`config.mk`:
```
export PLATFORM = sky130hd
export DESIGN_NAME = dp_arbiter
export DESIGN_NICKNAME = d
export VERILOG_FILES = /design/src/rtl/dp_ctrl_pkg.sv /design/src/rtl/rr_arbiter.sv /design/src/rtl/dp_arbiter.sv
export SDC_FILE = /design/constraint.sdc
export NUM_CORES = 1
export LEC_CHECK = 0
export ABC_AREA = 1
export CORE_ASPECT_RATIO = 1.75
export CORE_MARGIN = 2
export CORE_UTILIZATION = 30
export DETAILED_ROUTE_END_ITERATION = 12
export RECOVER_POWER = 100
export SYNTH_ARGS = -nofsm -noshare
export SYNTH_HDL_FRONTEND = slang
export SYNTH_SLANG_ARGS = --single-unit
```
`constraint.sdc`:
```
create_clock -name clk -period 4.65 [get_ports clk]
set_input_delay 0.93 -clock clk [delete_from_list [all_inputs] [get_ports clk]]
set_output_delay 0.93 -clock clk [all_outputs]
set_load 0.02 [all_outputs]
```
`src/rtl/dp_ctrl_pkg.sv`:
```
`default_nettype none
// ============================================================================
// Module   : dp_ctrl_pkg
// Purpose  : Shared definitions for the datapath arbiter: control-word field
//            layout, FSM state encoding and a control-word packing helper.
// Revision : 1.0 - initial release
// ============================================================================
package dp_ctrl_pkg;

  // Control-word layout: [15:13] ALU op, [12:9] mux A, [8:5] mux B,
  // [4:1] destination register, [0] write enable.
  localparam int c_cw_w    = 16;
  localparam int c_alu_w   = 3;
  localparam int c_sel_w   = 4;
  localparam int c_alu_lsb = 13;
  localparam int c_a_lsb   = 9;
  localparam int c_b_lsb   = 5;
  localparam int c_dst_lsb = 1;
  localparam int c_wr_bit  = 0;

  typedef enum logic [1:0] {
    ST_IDLE  = 2'd0,
    ST_SETUP = 2'd1,
    ST_WRITE = 2'd2,
    ST_RESP  = 2'd3
  } state_t;

  function automatic logic [c_cw_w-1:0] pack_ctrl(
    input logic [c_alu_w-1:0] op,
    input logic [c_sel_w-1:0] a,
    input logic [c_sel_w-1:0] b,
    input logic [c_sel_w-1:0] dst,
    input logic               wr
  );
    logic [c_cw_w-1:0] w_word;
    w_word                          = '0;
    w_word[c_alu_lsb +: c_alu_w]    = op;
    w_word[c_a_lsb   +: c_sel_w]    = a;
    w_word[c_b_lsb   +: c_sel_w]    = b;
    w_word[c_dst_lsb +: c_sel_w]    = dst;
    w_word[c_wr_bit]                = wr;
    return w_word;
  endfunction

endpackage
`default_nettype wire

```
`src/rtl/rr_arbiter.sv`:
```
`default_nettype none
// ============================================================================
// Module   : rr_arbiter
// Purpose  : Combinational round-robin picker with sticky-owner override.
//            Scans from i_ptr upward (modulo N_REQ); a held lock lets the
//            current owner win outright while it keeps requesting.
// Revision : 1.0 - initial release
// ============================================================================
module rr_arbiter #(
  parameter int N_REQ = 4,
  parameter int IDX_W = (N_REQ > 1) ? $clog2(N_REQ) : 1
) (
  input  logic [N_REQ-1:0] i_req,
  input  logic [IDX_W-1:0] i_ptr,
  input  logic             i_lock,
  input  logic [IDX_W-1:0] i_owner,
  output logic [N_REQ-1:0] o_grant,
  output logic [IDX_W-1:0] o_idx,
  output logic             o_any
);

  // Pick the locked owner if still requesting, else first request from i_ptr.
  always_comb begin
    int j;
    j       = 0;
    o_grant = '0;
    o_idx   = '0;
    o_any   = 1'b0;
    if (i_lock && i_req[i_owner]) begin
      o_any = 1'b1;
      o_idx = i_owner;
    end else begin
      for (int k = 0; k < N_REQ; k++) begin
        j = int'(i_ptr) + k;
        if (j >= N_REQ) j = j - N_REQ;
        if (!o_any && i_req[j]) begin
          o_any = 1'b1;
          o_idx = IDX_W'(j);
        end
      end
    end
    o_grant[o_idx] = o_any;
  end

endmodule
`default_nettype wire

```
`src/rtl/dp_arbiter.sv`:
```
`default_nettype none
// ============================================================================
// Module   : dp_arbiter
// Purpose  : Shares one ALU/mux/register-file datapath between N_REQ
//            requesters. Each accepted micro-op runs SETUP (operands settle,
//            no write), WRITE (write strobe) and RESP (completion + flag).
// Revision : 1.0 - initial release
// ============================================================================
module dp_arbiter
  import dp_ctrl_pkg::*;
#(
  parameter int N_REQ = 4,
  parameter int ALU_W = 3,
  parameter int SEL_W = 4
) (
  input  logic                   clk,
  input  logic                   rst,
  input  logic [N_REQ-1:0]       req_valid,
  input  logic [N_REQ-1:0]       req_lock,
  input  logic [N_REQ*ALU_W-1:0] req_op,
  input  logic [N_REQ*SEL_W-1:0] req_a,
  input  logic [N_REQ*SEL_W-1:0] req_b,
  input  logic [N_REQ*SEL_W-1:0] req_dst,
  input  logic [N_REQ-1:0]       req_wr,
  output logic [N_REQ-1:0]       req_ready,
  output logic [N_REQ-1:0]       rsp_valid,
  output logic                   rsp_flag,
  output logic                   busy,
  input  logic                   mayor,
  output logic [15:0]            o_signal
);

  localparam int IDX_W = $clog2(N_REQ);

  state_t             r_state;
  logic [IDX_W-1:0]   r_rr_ptr;
  logic [IDX_W-1:0]   r_owner;
  logic               r_lock;
  logic               r_flag;
  logic [ALU_W-1:0]   r_op;
  logic [SEL_W-1:0]   r_a;
  logic [SEL_W-1:0]   r_b;
  logic [SEL_W-1:0]   r_dst;
  logic               r_wr;
  logic [15:0]        r_signal;
  logic [N_REQ-1:0]   r_rsp_valid;
  logic               r_rsp_flag;
  logic               r_busy;

  logic [N_REQ-1:0]   w_grant;
  logic [IDX_W-1:0]   w_idx;
  logic               w_any;
  logic [ALU_W-1:0]   w_op;
  logic [SEL_W-1:0]   w_a;
  logic [SEL_W-1:0]   w_b;
  logic [SEL_W-1:0]   w_dst;
  logic               w_wr;

  rr_arbiter #(
    .N_REQ (N_REQ),
    .IDX_W (IDX_W)
  ) u_rr (
    .i_req   (req_valid),
    .i_ptr   (r_rr_ptr),
    .i_lock  (r_lock),
    .i_owner (r_owner),
    .o_grant (w_grant),
    .o_idx   (w_idx),
    .o_any   (w_any)
  );

  // Select the winning requester's micro-op fields.
  always_comb begin
    w_op  = '0;
    w_a   = '0;
    w_b   = '0;
    w_dst = '0;
    w_wr  = 1'b0;
    for (int i = 0; i < N_REQ; i++) begin
      if (w_idx == IDX_W'(i)) begin
        w_op  = req_op [i*ALU_W +: ALU_W];
        w_a   = req_a  [i*SEL_W +: SEL_W];
        w_b   = req_b  [i*SEL_W +: SEL_W];
        w_dst = req_dst[i*SEL_W +: SEL_W];
        w_wr  = req_wr [i];
      end
    end
  end

  // Only combinational output: accept strobe, IDLE only, held low in reset.
  assign req_ready = (r_state == ST_IDLE && !rst) ? w_grant : '0;

  assign o_signal  = r_signal;
  assign rsp_valid = r_rsp_valid;
  assign rsp_flag  = r_rsp_flag;
  assign busy      = r_busy;

  // Sequencer: accept, settle operands, write, respond; outputs registered.
  always_ff @(posedge clk or posedge rst) begin
    if (rst) begin
      r_state     <= ST_IDLE;
      r_rr_ptr    <= '0;
      r_owner     <= '0;
      r_lock      <= 1'b0;
      r_flag      <= 1'b0;
      r_op        <= '0;
      r_a         <= '0;
      r_b         <= '0;
      r_dst       <= '0;
      r_wr        <= 1'b0;
      r_signal    <= '0;
      r_rsp_valid <= '0;
      r_rsp_flag  <= 1'b0;
      r_busy      <= 1'b0;
    end else begin
      r_rsp_valid <= '0;
      case (r_state)
        ST_IDLE: begin
          // Lock lapses as soon as the owner is seen idle-without-request.
          if (!req_valid[r_owner]) r_lock <= 1'b0;
          if (w_any) begin
            r_op     <= w_op;
            r_a      <= w_a;
            r_b      <= w_b;
            r_dst    <= w_dst;
            r_wr     <= w_wr;
            r_owner  <= w_idx;
            r_rr_ptr <= (w_idx == IDX_W'(N_REQ - 1)) ? '0 : w_idx + 1'b1;
            r_signal <= pack_ctrl(w_op, w_a, w_b, w_dst, 1'b0);
            r_busy   <= 1'b1;
            r_state  <= ST_SETUP;
          end
        end
        ST_SETUP: begin
          r_flag   <= mayor;
          r_signal <= pack_ctrl(r_op, r_a, r_b, r_dst, r_wr);
          r_state  <= ST_WRITE;
        end
        ST_WRITE: begin
          r_signal    <= '0;
          r_rsp_valid <= N_REQ'(1) << r_owner;
          r_rsp_flag  <= r_flag;
          r_state     <= ST_RESP;
        end
        ST_RESP: begin
          r_lock  <= req_lock[r_owner];
          r_busy  <= 1'b0;
          r_state <= ST_IDLE;
        end
        default: r_state <= ST_IDLE;
      endcase
    end
  end

endmodule
`default_nettype wire

```
# Word level (Yosys, flattened, before mapping)
# Index checks and enable logic that the tools add are counted.
# totals
n_memories	0
register_bits	46
rom_bits	0
out_inout_bits	26
latch_bits	0
inputBits	75
mem_bits_rw	0
word_cells	131
# classes
n_bitwise	1
order_cmp	11
eq_ne	8
n_shift	1
n_div	0
addsub	8
muxes	70
multipliers	0
n_reduce_logical	18
# ops
cell	n
$mux W32	8
$lt A32 B4 Y1 const B	4
$ge A32 B4 Y1 const B	3
$sub A32 B4 Y32 const B	3
$mux W4	14
$pmux W16 S3	1
$mux W1	25
$mux W16	1
$mux W2	7
$bmux W1 S2	6
$mux W3	4
$eq A2 B2 Y1 const B	4
$pmux W2 S4	1
$reduce_and A2 Y1	4
$add A2 B2 Y3 const B	2
$logic_and A1 B1 Y1	6
$lt A2 B3 Y1 const B	2
$and A4 B4 Y4	1
$eq A2 B1 Y1 const B	2
$logic_not A1 Y1	4
$logic_not A2 Y1	2
$pmux W1 S2	2
$shl A1 B2 Y4 const A	1
$sub A2 B3 Y4 const B	1
9 further kinds	9

# Depth between registers and ports, before layout
# Gate-level depths: netlist of the first run.
# depth
ltp_word	28
depth_mapped	24

# Cells and area by module
# From an unflattened synthesis of the first run, not the netlist that was laid out.
# unflattened
hier_cells	451
hier_area_um2	3074.2
# by_module_without_submodules
mod	n_inst	seq_area_each_um2	area_per_inst_um2	cells_each
dp_arbiter	1	1151.1	2681.3	370
rr_arbiter	1	0.0	392.9	81

# Worst setup path before layout of the first run
# Ideal clock, no wire load.
# synth_path
kind	input-to-output
start	input req_valid[3]
end	output req_ready[2]
t_arrival_ns	2.698
stages	14
path_slack_ns	1.022
required_time_ns	3.720
path_cell_list	inv_1 -> nand2_1 -> nand3_1 -> nand2_1 -> nor2_4 -> nand4_4 -> nand2_1 -> inv_1 -> nand2_1 -> ha_1 -> clkbuf_1 -> clkbuf_1 -> nand3_1 -> inv_1
# synth_via
elab_chain_len	23
# synth_rtl
element	line_no	source
from (decl)	dp_arbiter.sv:18	input logic [N_REQ-1:0] req_valid,
$bmux W1 S2	rr_arbiter.sv:36	if (!o_any && i_req[j]) begin
$mux W1 (implied by the code) (2 in series)	rr_arbiter.sv:36	
$mux W1	rr_arbiter.sv:36	
$mux W1	rr_arbiter.sv:29	if (i_lock && i_req[i_owner]) begin
$logic_not A1 Y1	rr_arbiter.sv:36	
$logic_and A1 B1 Y1	rr_arbiter.sv:36	
$mux W1	rr_arbiter.sv:36	
$mux W1	rr_arbiter.sv:29	
(+6 left out)	-	
$mux W2	rr_arbiter.sv:36	
$mux W2	rr_arbiter.sv:29	
$lt A2 B3 Y1 (implied by the code) or $ge A2 B1 Y1 (tied branches)	rr_arbiter.sv:42	o_grant[o_idx] = o_any;
$logic_and A1 B1 Y1 (implied by the code)	rr_arbiter.sv:42	
$mux W1 (implied by the code)	rr_arbiter.sv:42	
$demux W1 S2	-	
$and A4 B4 Y4 (no line) (*)	-	
$mux W4 (*)	dp_arbiter.sv:91	assign req_ready = (r_state == ST_IDLE && !rst) ? w_grant : '0;
to (decl)	dp_arbiter.sv:25	output logic [N_REQ-1:0] req_ready,
# Every way passes the cells marked *; elsewhere a longest branch is shown, timed or not. The select of a mux whose other input is x is not followed.

# Final worst setup path of the first run
# layout_path
start	input req_valid[1]
end	output req_ready[2]
# Same word-level chain as after synthesis.

==> impl_metrics.env, run 1 <==
export IMPL_cts_sink_count=46
export IMPL_reg2reg_to="o_signal[1]$_DFFE_PP0P_"
export IMPL_coreArea_sq_um=10200
export IMPL_worst_setup_path_type="primary input to output pin"
export IMPL_grt_usage_pct=17.5
export IMPL_r2r_slack_ns=1.30
export IMPL_violations="capacitance limit, slew limit"
export IMPL_antenna_found_initial=0
export IMPL_ir_drop_mv=0.292
export IMPL_num_nets_final=622
export IMPL_slew_headroom_pct=-2.05
export IMPL_finalCritPeriodShare_pct=95.1
export IMPL_grt_ovfl_total=0
export IMPL_period_minus_slack_ns=4.42
export IMPL_max_cap_viol_count=1
export IMPL_synth_commonest_cells="155 x nand2_1, 46 x dfrtp_1, 45 x nand3_1"
export IMPL_drc=0
export IMPL_power_mw=3.91
export IMPL_dp_cells=659
export IMPL_htreeDepth=2
export IMPL_worstMarginPinSlew_ns=1.53
export IMPL_post_cts_setup_buffers=0
export IMPL_crit_path_max_incr_delay_ns=0.67
export IMPL_drtIter0Drc=115
export IMPL_synth_top_cell_by_area="dfrtp_1"
export IMPL_dr_total_vias=3170
export IMPL_power_leakage_nw=2.10
export IMPL_avgViaCountPerCell=4.75
export IMPL_setup_tns_final_ns=0
export IMPL_cp_slowest_cell="dlygate4sd3_1"
export IMPL_endpoint_kind="output pin"
export IMPL_hold_buffers=0
export IMPL_syn_cell_area_sq_um=3140
export IMPL_boundaryPins=101
export IMPL_drive_above_1_share_pct=8.15
export IMPL_cts_buffers=5
export IMPL_grt_max_degree=38
export IMPL_nFillCells=1104
export IMPL_cts_clk_slew_worst_paths_ns=0.07
export IMPL_synthCells=448
export IMPL_worstPathCellList="dlygate4sd3_1 > inv_1 > nand2_1 > nand3_1 > nand2_1 > nor2_4 > nand4_4 > nand2_1 > inv_1 > nand2_1 > ha_1 > nand3_1 > inv_1 > dlygate4sd3_1"
export IMPL_required_ns=3.72
export IMPL_synth_most_common_cell="nand2_1"
export IMPL_first_pass_iters=4
export IMPL_clockBufferDepth=2
export IMPL_ys_top_cells_by_area="dfrtp_1 37%, nand2_1 19%, nand3_1 7.2%"
export IMPL_hold_viol=0
export IMPL_synth_main_ff_cell="dfrtp_1"
export IMPL_yosysTopAreaCellShare_pct=36.7
export IMPL_setup_viol=0
export IMPL_rsz0062_at_grt="false"
export IMPL_final_cells=667
export IMPL_ys_seq_area_share_pct=36.7
export IMPL_syn2layout_area_growth_pct=38.3
export IMPL_crit_fanout=6
export IMPL_synth_async_sr_flop_share_pct=100
export IMPL_clock_skew_ns=0.00884
export IMPL_port_buffers=100
export IMPL_die_area_sq_um=11300
export IMPL_min_path_type="flop to flop"
export IMPL_clkLatencyLatePin_ns=0.29
export IMPL_maxSlewViolCount=28
export IMPL_grt_pass1_vias=3194
export IMPL_r2r_cells=18
export IMPL_routabilityCongestion=0.852
export IMPL_outcome="finished, violations left"
export IMPL_syn_avg_cell_area_sq_um=7.01
export IMPL_cts_tree="built"
export IMPL_start_util_pct=30.7
export IMPL_crit_path_end="req_ready[2]"
export IMPL_clockRootBuffer="clkbuf_16"
export IMPL_start_kind="primary input"
export IMPL_post_drt_wl_per_cell_microns=14.4
export IMPL_reg2reg_from="r_rr_ptr[0]$_DFFE_PP0P_"
export IMPL_postRouteWirelength_mm=9.58
export IMPL_ys_ff_latch=46
export IMPL_row_count=49
export IMPL_dp_hpwl_mm=7.62
export IMPL_clock_fmax_mhz=226
export IMPL_die_width_microns=81.3
export IMPL_synth_fp_nets=531
export IMPL_ant_nets=0
export IMPL_arrival_ns=3.49
export IMPL_power_density_nw_per_um2=900
export IMPL_dieHeight_microns=139
export IMPL_synth_edff_count=0
export IMPL_antenna_cells=0
export IMPL_ys_warn_count=0
export IMPL_crit_start="req_valid[1]"
export IMPL_ys_types=28
export IMPL_post_cts_resized=0
export IMPL_crit_path_frequent_cell="nand2_1"
export IMPL_grt_pass1_wl_mm=15.2
state kept, by name (all words and copies together) (netlist names):
register / cells
o_signal: 16
r_a: 4
r_b: 4
r_dst: 4
rsp_valid: 4
r_op: 3
r_owner: 2
r_rr_ptr: 2
r_state: 2
busy: 1
r_flag: 1
r_lock: 1
r_wr: 1
rsp_flag: 1
per-layer routing:
metal  vias up  GRT usage (%)  share of wire, %  wire (microns)
met1      1481           18.2                36            3450
met3        16           2.01               2.5             239
met2        64           34.1                59            5610
li1       1609              -                 -               -
met5         -              0                 0               0
met4         0           6.07               2.9             280
worst max-delay path: cells and delay by family:
family	cells	cell delay (ns)
fa+ha+maj	1	0.19
buf+inv	5	1.43
simple gates	8	0.94
metrics by stage:
stage / util (%) / setup WS, ns / instance area (sq um) / hold WS [ns]
6_report: 42.4 / 0.228 / 4340 / 0.469
5_1_grt: 42.4 / 0.0461 / 4340 / 0.494
4_1_cts: 42.9 / 0.337 / 4390 / 0.479
3_5_place_dp: 41.0 / 0.349 / 4200 / 0.462
3_3_place_gp: 41.0 / 0.419 / 4200 / 0.461
2_1_floorplan: - / 1.02 / 3140 / 0.449
report_power, final:
| part | internal [mW] | switching [mW] |
|---|---|---|
| Combinational | 0.948 | 1.82 |
| Sequential | 0.586 | 0.0991 |
| Clock | 0.309 | 0.149 |
area by class of cell:
class	count	area [sq um]	area share, %
Multi-Input combinational cell	333	1620	37.3
Sequential cell	46	1150	26.5
Timing Repair Buffer	106	1040	23.9
Inverter	47	183	4.21
Tap cell	127	159	3.66
Clock buffer	5	125	2.88
Clock inverter	3	68.8	1.58
how the worst min path moves through the flow:
stage,endpoint,slack [ns],cells after the start,from
floorplan,r_wr$_DFFE_PP0P_,0.45,2,r_wr$_DFFE_PP0P_
global placement,o_signal[12]$_DFFE_PP0P_,0.46,2,o_signal[12]$_DFFE_PP0P_
detailed placement,o_signal[12]$_DFFE_PP0P_,0.46,2,o_signal[12]$_DFFE_PP0P_
CTS,o_signal[12]$_DFFE_PP0P_,0.48,2,o_signal[12]$_DFFE_PP0P_
global route,o_signal[9]$_DFFE_PP0P_,0.49,2,o_signal[9]$_DFFE_PP0P_
finish,o_signal[12]$_DFFE_PP0P_,0.47,2,o_signal[12]$_DFFE_PP0P_
cells in the final DEF (no fill, tap or decap):
| master | netlist | layout |
|---|---|---|
| clkinvlp_2 | 0 | 1 |
| nor2_4 | 1 | 1 |
| inv_6 | 1 | 1 |
| nand4_4 | 1 | 1 |
| ha_1 | 8 | 8 |
| clkbuf_16 | 0 | 5 |
| clkbuf_1 | 10 | 2 |
| nand2_1 | 155 | 157 |
| nor2_2 | 1 | 1 |
| a21oi_1 | 22 | 22 |
| clkinv_1 | 1 | 2 |
| nor3_1 | 2 | 2 |
| nand3_1 | 45 | 45 |
| dfrtp_1 | 46 | 46 |
| clkbuf_2 | 0 | 1 |
| o21ai_2 | 9 | 1 |
| nand3_2 | 10 | 10 |
| inv_1 | 44 | 43 |
| nand2_2 | 5 | 4 |
| clkdlybuf4s50_1 | 0 | 74 |
| clkinv_4 | 0 | 1 |
| o21ai_0 | 40 | 55 |
| a311oi_1 | 1 | 1 |
| bufinv_16 | 0 | 2 |
| or2_2 | 12 | 12 |
| nor2_1 | 12 | 12 |
| buf_4 | 0 | 3 |
| o2bb2ai_1 | 1 | 1 |
| dlygate4sd3_1 | 0 | 26 |
cell families (layout without fill, tap and decap cells):
group / Yosys count / after routing / share of synthesized area (%)
buffers and inverters: 69 / 161 / 10.4
AND/OR/NAND/NOR: 245 / 245 / 35.6
adder cells (fa/ha/maj): 8 / 8 / 3.19
flip-flops: 46 / 46 / 36.7
AO/OA/AOI/OAI: 80 / 80 / 14.1
No activity file was read; power rests on OpenSTA's default activity.
==> run 2: changes to the inputs <==
--- a/config.mk
+++ b/config.mk
@@ -11,6 +11,7 @@
 export CORE_UTILIZATION = 30
 export DETAILED_ROUTE_END_ITERATION = 12
 export RECOVER_POWER = 100
+export SETUP_SLACK_MARGIN = 0.5
 export SYNTH_ARGS = -nofsm -noshare
 export SYNTH_HDL_FRONTEND = slang
 export SYNTH_SLANG_ARGS = --single-unit
==> run 2 against run 1 <==
  * The run still ends with capacitance limit, slew limit left
  * Critical path depth is 1 higher
  * Clock skew barely moved
  * First-iteration DRC count fell by 4.3%
  * Non-clock buffer count grew 2
  * Setup slack improved by 0.26 ns
  * Wire length up 0.21%
  * Sequential power is essentially flat
  * Sequential cell count is the same
  * Critical endpoint is now req_ready[3]
==> impl_metrics.env, run 2 (synthesis results as in run 1) <==
export IMPL_routabilityCongestion=0.852
export IMPL_row_count=49
export IMPL_power_density_nw_per_um2=898
export IMPL_power_leakage_nw=2.11
export IMPL_slew_headroom_pct=-1.04
export IMPL_min_delay_start="o_signal[12]$_DFFE_PP0P_"
export IMPL_syn2layout_area_growth_pct=38.2
export IMPL_antenna_found_initial=0
export IMPL_antenna_cells=0
export IMPL_clockBufferDepth=2
export IMPL_r2r_slack_ns=1.15
export IMPL_arrival_ns=3.23
export IMPL_swShare_pct=52.9
export IMPL_endpoint_kind="output pin"
export IMPL_start_kind="primary input"
export IMPL_first_pass_iters=4
export IMPL_port_buffers=100
export IMPL_clock_skew_ns=0.00863
export IMPL_drive_above_1_share_pct=7.93
export IMPL_final_common_cell="nand2_1"
export IMPL_cts_sink_count=46
export IMPL_required_ns=3.72
export IMPL_grt_pass1_vias=3206
export IMPL_num_nets_final=624
export IMPL_worstHoldEndpoint="o_signal[12]$_DFFE_PP0P_"
export IMPL_largest_reg_flops=16
export IMPL_reg2reg_from="r_rr_ptr[0]$_DFFE_PP0P_"
export IMPL_grt_pass1_wl_mm=15.3
export IMPL_min_path_type="flop to flop"
export IMPL_crit_start="req_valid[1]"
export IMPL_r2r_cells=20
export IMPL_boundaryPins=101
export IMPL_ir_drop_mv=0.296
export IMPL_avgViaCountPerCell=4.72
export IMPL_die_width_microns=81.3
export IMPL_drc=0
export IMPL_drtIter0Drc=110
export IMPL_violations="capacitance limit, slew limit"
export IMPL_fin_hold_ws_ns=0.471
export IMPL_switchingPower_mw=2.06
export IMPL_p_int_mw=1.84
export IMPL_clkLatencyLatePin_ns=0.29
export IMPL_crit_fanout=5
export IMPL_hold_path_cell_count=2
export IMPL_utilization_pct=42.4
export IMPL_hold_viol=0
export IMPL_start_util_pct=30.7
export IMPL_comb_power_share_pct=70.7
export IMPL_clock_fmax_mhz=241
export IMPL_setup_viol=0
export IMPL_cts_clk_slew_worst_paths_ns=0.07
export IMPL_rsz0062_at_grt="false"
export IMPL_grt_max_degree=38
export IMPL_die_area_sq_um=11300
export IMPL_dr_total_vias=3158
export IMPL_worst_setup_path_type="primary input to output pin"
export IMPL_grt_ovfl_total=0
export IMPL_period_minus_slack_ns=4.16
export IMPL_final_area_sq_um=4340
export IMPL_reg2reg_to="o_signal[1]$_DFFE_PP0P_"
export IMPL_grt_usage_pct=17.5
export IMPL_worstMarginPinSlew_ns=1.52
export IMPL_ant_nets=0
export IMPL_finalCritPeriodShare_pct=89.4
export IMPL_dp_cells=659
export IMPL_dp_slack_ns=0.349
export IMPL_p_clk_share_pct=11.8
export IMPL_setup_tns_final_ns=0
export IMPL_htreeDepth=2
export IMPL_coreArea_sq_um=10200
export IMPL_cts_tree="built"
export IMPL_hold_buffers=0
export IMPL_dieHeight_microns=139
export IMPL_max_cap_viol_count=1
export IMPL_clockRootBuffer="clkbuf_16"
export IMPL_p_seq_share_pct=17.6
export IMPL_maxSlewViolCount=28
export IMPL_power_mw=3.90
export IMPL_postRouteWirelength_mm=9.60
export IMPL_timing_final_ws_setup_ns=0.493
export IMPL_post_drt_wl_per_cell_microns=14.4
export IMPL_final_cells=669
export IMPL_final_cell_mix="157 x nand2_1, 72 x clkdlybuf4s50_1, 56 x o21ai_0"
export IMPL_dp_hpwl_mm=7.62
export IMPL_outcome="finished, violations left"
export IMPL_cts_buffers=5
export IMPL_postPlaceCellArea_sq_um=4200
-- run 2: cell type report --
cell class                      count  area [sq um]
Clock inverter                      3          68.8
Tap cell                          127           159
Inverter                           47           183
Sequential cell                    46          1150
Fill cell                        1109          5900
Timing Repair Buffer              108          1040
Multi-Input combinational cell    333          1610
Clock buffer                        5           125
-- run 2: how the worst max path moves through the flow --
stage | to | slack [ns]
3_5_place_dp | req_ready[0] | 0.35
5_1_grt | o_signal[1]$_DFFE_PP0P_ | 0.28
2_1_floorplan | req_ready[2] | 1.02
3_3_place_gp | req_ready[1] | 0.42
6_report | req_ready[3] | 0.49
4_1_cts | req_ready[3] | 0.56
-- run 2: critical path: stages --
cell,delay [ns]
clkdlybuf4s50_1,0.45
inv_1,0.08
nand2_1,0.07
nand3_1,0.13
nand2_1,0.08
nor2_1,0.33
nand4_4,0.14
nand2_1,0.09
inv_1,0.05
nand2_1,0.13
inv_1,0.08
ha_1,0.22
nand3_1,0.09
inv_1,0.04
dlygate4sd2_1,0.31
-- run 2: repair_timing --
| item | CTS | global route |
|---|---|---|
| pin swaps | 0 | 1 |
| endpoints found under the setup margin | 4 | 4 |
| buffers inserted | 0 | 2 |
| resized for setup | 5 | 0 |
-- run 2: power groups by stage --
stage / Combinational, mW / Clock, mW / Sequential, mW
final: 2.75 / 0.459 / 0.684
after global routing: 3.18 / 0.489 / 0.703
after detailed placement: 2.92 / 0 / 0.695
after floorplan: 2.09 / 0 / 0.734
after global placement: 2.88 / 0 / 0.691
after CTS: 2.93 / 0.469 / 0.688
-- run 2: routing by layer --
metal,global-route usage (%),wire length [microns]
met2,34.2,5580
met4,6.07,284
met1,18.2,3470
met5,0,0
met3,2.01,261
